`src/rtl/uart_tx_fifo.sv`:
```
// Byte FIFO feeding an 8N1 UART transmitter. Frames are sent back-to-back while the
// FIFO holds data, and txd/busy are registered one cycle behind the FSM state.
module uart_tx_fifo #(
    parameter int unsigned CLK_PER_HALF_BIT = 30,
    parameter int unsigned DEPTH_LOG2       = 4
) (
    input  logic                  clk,
    input  logic                  rst,
    input  logic [7:0]            wr_data,
    input  logic                  wr_en,
    output logic                  full,
    output logic                  empty,
    output logic [DEPTH_LOG2:0]   count,
    output logic                  overflow,
    output logic                  busy,
    output logic                  txd
);

    localparam int unsigned Depth     = 2 ** DEPTH_LOG2;
    localparam int unsigned BitCycles = 2 * CLK_PER_HALF_BIT;
    localparam int unsigned CntW      = $clog2(BitCycles + 1);

    typedef enum logic [1:0] {StIdle, StStart, StData, StStop} state_e;

    state_e                state_q;
    logic [CntW-1:0]       period_q;
    logic [2:0]            bit_q;
    logic [7:0]            shift_q;
    logic                  txd_q;
    logic                  busy_q;
    logic [DEPTH_LOG2-1:0] wr_ptr_q;
    logic [DEPTH_LOG2-1:0] rd_ptr_q;
    logic [DEPTH_LOG2:0]   count_q;
    logic                  overflow_q;
    logic [7:0]            mem [Depth];

    logic       bit_end;
    logic       have_data;
    logic       full_w;
    logic       wr_accept;
    logic       pop;
    logic [7:0] head;

    // full comes from the registered count only, so a same-cycle pop never frees a slot
    always_comb begin
        bit_end   = (period_q == CntW'(BitCycles - 1));
        have_data = (count_q != '0);
        full_w    = (count_q == (DEPTH_LOG2 + 1)'(Depth));
        wr_accept = wr_en && !full_w && !rst;
        pop       = have_data && ((state_q == StIdle) || ((state_q == StStop) && bit_end));
        head      = mem[rd_ptr_q];
    end

    always_ff @(posedge clk) begin
        if (wr_accept) begin
            mem[wr_ptr_q] <= wr_data;
        end
    end

    always_ff @(posedge clk) begin
        if (rst) begin
            wr_ptr_q   <= '0;
            rd_ptr_q   <= '0;
            count_q    <= '0;
            overflow_q <= 1'b0;
        end else begin
            if (wr_accept) wr_ptr_q <= wr_ptr_q + 1'b1;
            if (pop)       rd_ptr_q <= rd_ptr_q + 1'b1;
            unique case ({wr_accept, pop})
                2'b10:   count_q <= count_q + 1'b1;
                2'b01:   count_q <= count_q - 1'b1;
                default: count_q <= count_q;
            endcase
            if (wr_en && full_w) overflow_q <= 1'b1;
        end
    end

    always_ff @(posedge clk) begin
        if (rst) begin
            state_q  <= StIdle;
            period_q <= '0;
            bit_q    <= '0;
            shift_q  <= '0;
            txd_q    <= 1'b1;
            busy_q   <= 1'b0;
        end else begin
            busy_q <= (state_q != StIdle);
            unique case (state_q)
                StIdle: begin
                    txd_q    <= 1'b1;
                    period_q <= '0;
                    if (pop) begin
                        shift_q <= head;
                        state_q <= StStart;
                    end
                end
                StStart: begin
                    txd_q <= 1'b0;
                    if (bit_end) begin
                        period_q <= '0;
                        bit_q    <= '0;
                        state_q  <= StData;
                    end else begin
                        period_q <= period_q + 1'b1;
                    end
                end
                StData: begin
                    txd_q <= shift_q[0];
                    if (bit_end) begin
                        period_q <= '0;
                        shift_q  <= {1'b0, shift_q[7:1]};
                        if (bit_q == 3'd7) begin
                            state_q <= StStop;
                        end else begin
                            bit_q <= bit_q + 3'd1;
                        end
                    end else begin
                        period_q <= period_q + 1'b1;
                    end
                end
                StStop: begin
                    txd_q <= 1'b1;
                    if (bit_end) begin
                        period_q <= '0;
                        // Next byte starts with no idle gap
                        if (pop) begin
                            shift_q <= head;
                            state_q <= StStart;
                        end else begin
                            state_q <= StIdle;
                        end
                    end else begin
                        period_q <= period_q + 1'b1;
                    end
                end
                default: state_q <= StIdle;
            endcase
        end
    end

    assign full     = full_w;
    assign empty    = !have_data;
    assign count    = count_q;
    assign overflow = overflow_q;
    assign busy     = busy_q;
    assign txd      = txd_q;

endmodule

```
`config.mk`:
```
export PLATFORM = sky130hd
export DESIGN_NAME = uart_tx_fifo
export DESIGN_NICKNAME = d
export VERILOG_FILES = /design/src/rtl/uart_tx_fifo.sv
export SDC_FILE = /design/constraint.sdc
export NUM_CORES = 1
export LEC_CHECK = 0
export CORE_ASPECT_RATIO = 0.6
export CORE_MARGIN = 4
export CORE_UTILIZATION = 45
export DETAILED_ROUTE_END_ITERATION = 6
export GPL_ROUTABILITY_DRIVEN = 1
export GPL_TIMING_DRIVEN = 0
export HOLD_SLACK_MARGIN = 0.12
export SLEW_MARGIN = 20
export SYNTH_ARGS = -nofsm -noshare
export SYNTH_HDL_FRONTEND = slang
export SYNTH_SLANG_ARGS = --single-unit
```
`constraint.sdc`:
```
create_clock -name clk -period 6.7 [get_ports clk]
set_clock_uncertainty 0.15 [all_clocks]
set_input_delay 1.34 -clock clk [delete_from_list [all_inputs] [get_ports clk]]
set_output_delay 1.34 -clock clk [all_outputs]
set_load 0.005 [all_outputs]
```
==> flow_metrics.env <==
export IMPL_drv_cap=0
export IMPL_post_cts_buffers=0
export IMPL_power_density_nw_per_um2=375
export IMPL_dieArea_um2=17400
export IMPL_die_height_um=104
export IMPL_synth_compound_area_share_pct=6.69
export IMPL_yosys_most_used_dff="edfxtp_1"
export IMPL_synth_xor_area_share_pct=1.78
export IMPL_slew_headroom_pct=30.0
export IMPL_initial_core_util_pct=46.8
export IMPL_drt_initial_drc_count=385
export IMPL_fin_crit_sh_pct=62.7
export IMPL_worstPathCellList="clkdlybuf4s50_1 > inv_1 > a211oi_1 > inv_1 > ha_1 > clkbuf_1 > xor2_1 > ha_1 > nor2_1 > xor2_1 > nor2_1 > mux2i_1 > mux2_2"
export IMPL_synth_fp_nets=472
export IMPL_cts_root_buffer="clkbuf_16"
export IMPL_postRouteAntennaNets=0
export IMPL_cts_hold_buffers=0
export IMPL_grt_max_degree=17
export IMPL_ys_seq_elements=167
export IMPL_yosysSeqAreaShare_pct=67.2
export IMPL_period_needed_ps=4200
export IMPL_crit_family="buffers and inverters"
export IMPL_crit_type="in2reg"
export IMPL_area_growth_pct=14.6
export IMPL_num_io_pins=21
export IMPL_synth_area_um2=6890
export IMPL_fill_cells=1211
export IMPL_peakVddDrop_uv=194
export IMPL_num_nets_final=511
export IMPL_dp_cells=664
export IMPL_crit_arrival_ps=4360
export IMPL_final_util_pct=53.6
export IMPL_grt_pass1_wl_um=22100
export IMPL_cts_buffers=17
export IMPL_overflow=0
export IMPL_slew_viol_final=0
export IMPL_hold_violations=0
export IMPL_rows=34
export IMPL_ctsResizeCount=0
export IMPL_clock_sinks=167
export IMPL_finalPower_w=0.00296
export IMPL_firstDrtPassIters=5
export IMPL_grt_pass1_vias=3807
export IMPL_wirelength_um=14100
export IMPL_vias=3846
export IMPL_syn_avg_cell_area_um2=15.4
export IMPL_cp_required_ps=6860
export IMPL_hold_class="reg2reg"
export IMPL_synth_simple_area_share_pct=6.81
export IMPL_worst_path_buf_inv=4
export IMPL_tritoncts="built"
export IMPL_grt_setup_unrepaired="false"
export IMPL_num_antenna_cells=0
export IMPL_fmax_mhz=238
export IMPL_drive_above_1_share_pct=17.3
export IMPL_port_buffers=20
export IMPL_routedWlPerCell_um=20.2
export IMPL_yosys_area_share_adder_pct=2.73
export IMPL_end_kind="flop"
export IMPL_dieWidth_um=168
export IMPL_drc=0
export IMPL_clockBufferDepth=2
export IMPL_path_clk_slew_ps=60
export IMPL_track_usage_pct=16.8
export IMPL_gp_congestion=0.796
export IMPL_viasPerCell=5.53
export IMPL_worst_path_max_fanout=10
export IMPL_synth_edf_count=128
export IMPL_core_area_um2=14700
export IMPL_worst_slew_pin_slew_ps=1050
export IMPL_finalSetupViolations=0
export IMPL_antenna_found_initial=0
export IMPL_cts_max_level=4
export IMPL_synthMuxAreaShare_pct=12.3
export IMPL_slowest_stage="clkdlybuf4s50_1"
export IMPL_status="completed"
export IMPL_worst_skew_pair_late_latency_ps=420
export IMPL_leakagePower_nw=2.58
export IMPL_instances_no_fill=696
export IMPL_dp_hpwl_um=9840
export IMPL_yosysWarnings=0
export IMPL_synth_top_family_by_area="multiplexers"
export IMPL_fin_setup_tns_ps=0
export IMPL_syn_inst=446
export IMPL_synth_cell_types=44
export IMPL_cpPeakStageDelay_ps=570
export IMPL_cp_start_kind="primary input"
export IMPL_ys_async_sr_fraction_pct=0
## sequential cells by signal, indices dropped and copies added (netlist names), 2 cells and up, named ones only
| signal | cells |
|---|---|
| wr_ptr_q | 4 |
| mem | 128 |
| bit_q | 3 |
| count | 5 |
| shift_q | 8 |
| rd_ptr_q | 4 |
| state_q | 2 |
| period_q | 6 |
## synthesized netlist by cell type, types with 3 or more instances
cell type    n  area (um2)
o21ai_0     10        50.1
dfxtp_1     39         781
a211oi_1     3        22.5
mux2i_1      8        80.1
nand2_1     12        45.0
nand3_1      7        35.0
clkbuf_8     4        55.1
inv_1        8        30.0
mux2_2       4        45.0
a31oi_1      3        18.8
ha_1        15         188
xor2_1       7        61.3
mux4_2      32         721
nand2b_1     4        25.0
edfxtp_1   128        3840
nor2_1      50         188
xnor2_1      7        61.3
a22oi_1     14         105
and2b_2      3        26.3
buf_2        4        20.0
clkbuf_1    15        56.3
nor3_1       8        40.0
a21oi_1     36         180
## area by class of cell
| type | count | area (um2) | share of cell area, % |
|---|---|---|---|
| sequential | 167 | 4620 | 58.6 |
| multi-input combinational | 246 | 2110 | 26.7 |
| clock buffer | 20 | 437 | 5.53 |
| tap | 198 | 248 | 3.14 |
| timing repair buffer | 20 | 200 | 2.54 |
| buffer | 25 | 146 | 1.85 |
| clock inverter | 12 | 104 | 1.32 |
| inverter | 8 | 30.0 | 0.380 |
## layout by cell type (no fill, tap or decap), types with 8 or more instances in the layout
master             n
mux2i_1            8
clkbuf_16         17
a21oi_1           36
mux4_2            32
inv_1              8
nor2_1            50
clkdlybuf4s50_1   20
dfxtp_1           39
nand2_1           12
ha_1              15
edfxtp_1         128
clkbuf_1          18
a22oi_1           14
o21ai_0           10
## path summary, 6_finish.rpt
kind                     startpoint                endpoint  slack [ps]  depth (start not counted)
min reg2reg  period_q[0]$_SDFF_PP0_  period_q[0]$_SDFF_PP0_         300                          1
min          period_q[0]$_SDFF_PP0_  period_q[0]$_SDFF_PP0_         300                          1
max                           wr_en   count[2]$_SDFFE_PP0P_        2500                         13
max reg2reg  period_q[0]$_SDFF_PP0_   count[2]$_SDFFE_PP0P_        3000                         14
## power breakdown
group	internal (W)	total [W]	switching, W
logic	0.000380	0.000846	0.000466
registers	0.00118	0.00122	0.0000416
clock network	0.000509	0.000897	0.000388
## metrics by stage
stage / setup WS (ps) / area (um2) / hold WS [ps]
after CTS: 2480 / 7900 / 305
after global placement: 2120 / 7330 / 280
after detailed placement: 2070 / 7350 / 291
after global routing: 2190 / 7900 / 326
after floorplan: 3010 / 6890 / 268
final: 2500 / 7900 / 298
## kinds of logic (layout without fill, tap and decap cells)
family	after synthesis	count (layout)
multiplexers	44	44
AND/OR/NAND/NOR	99	99
AO/OA/AOI/OAI	74	74
flip-flops	167	167
buffers and inverters	33	85
XOR/XNOR	14	14
adder cells (fa/ha/maj)	15	15
## routing by layer
layer,track usage (%),vias up,part of all wire [%]
li1,-,1790,-
met1,27.6,1943,51
met2,22.2,93,41
met3,3.16,20,6.4
met4,5.56,0,1.4
met5,0,-,0
Note: power is estimated with default switching activity, not from simulation.
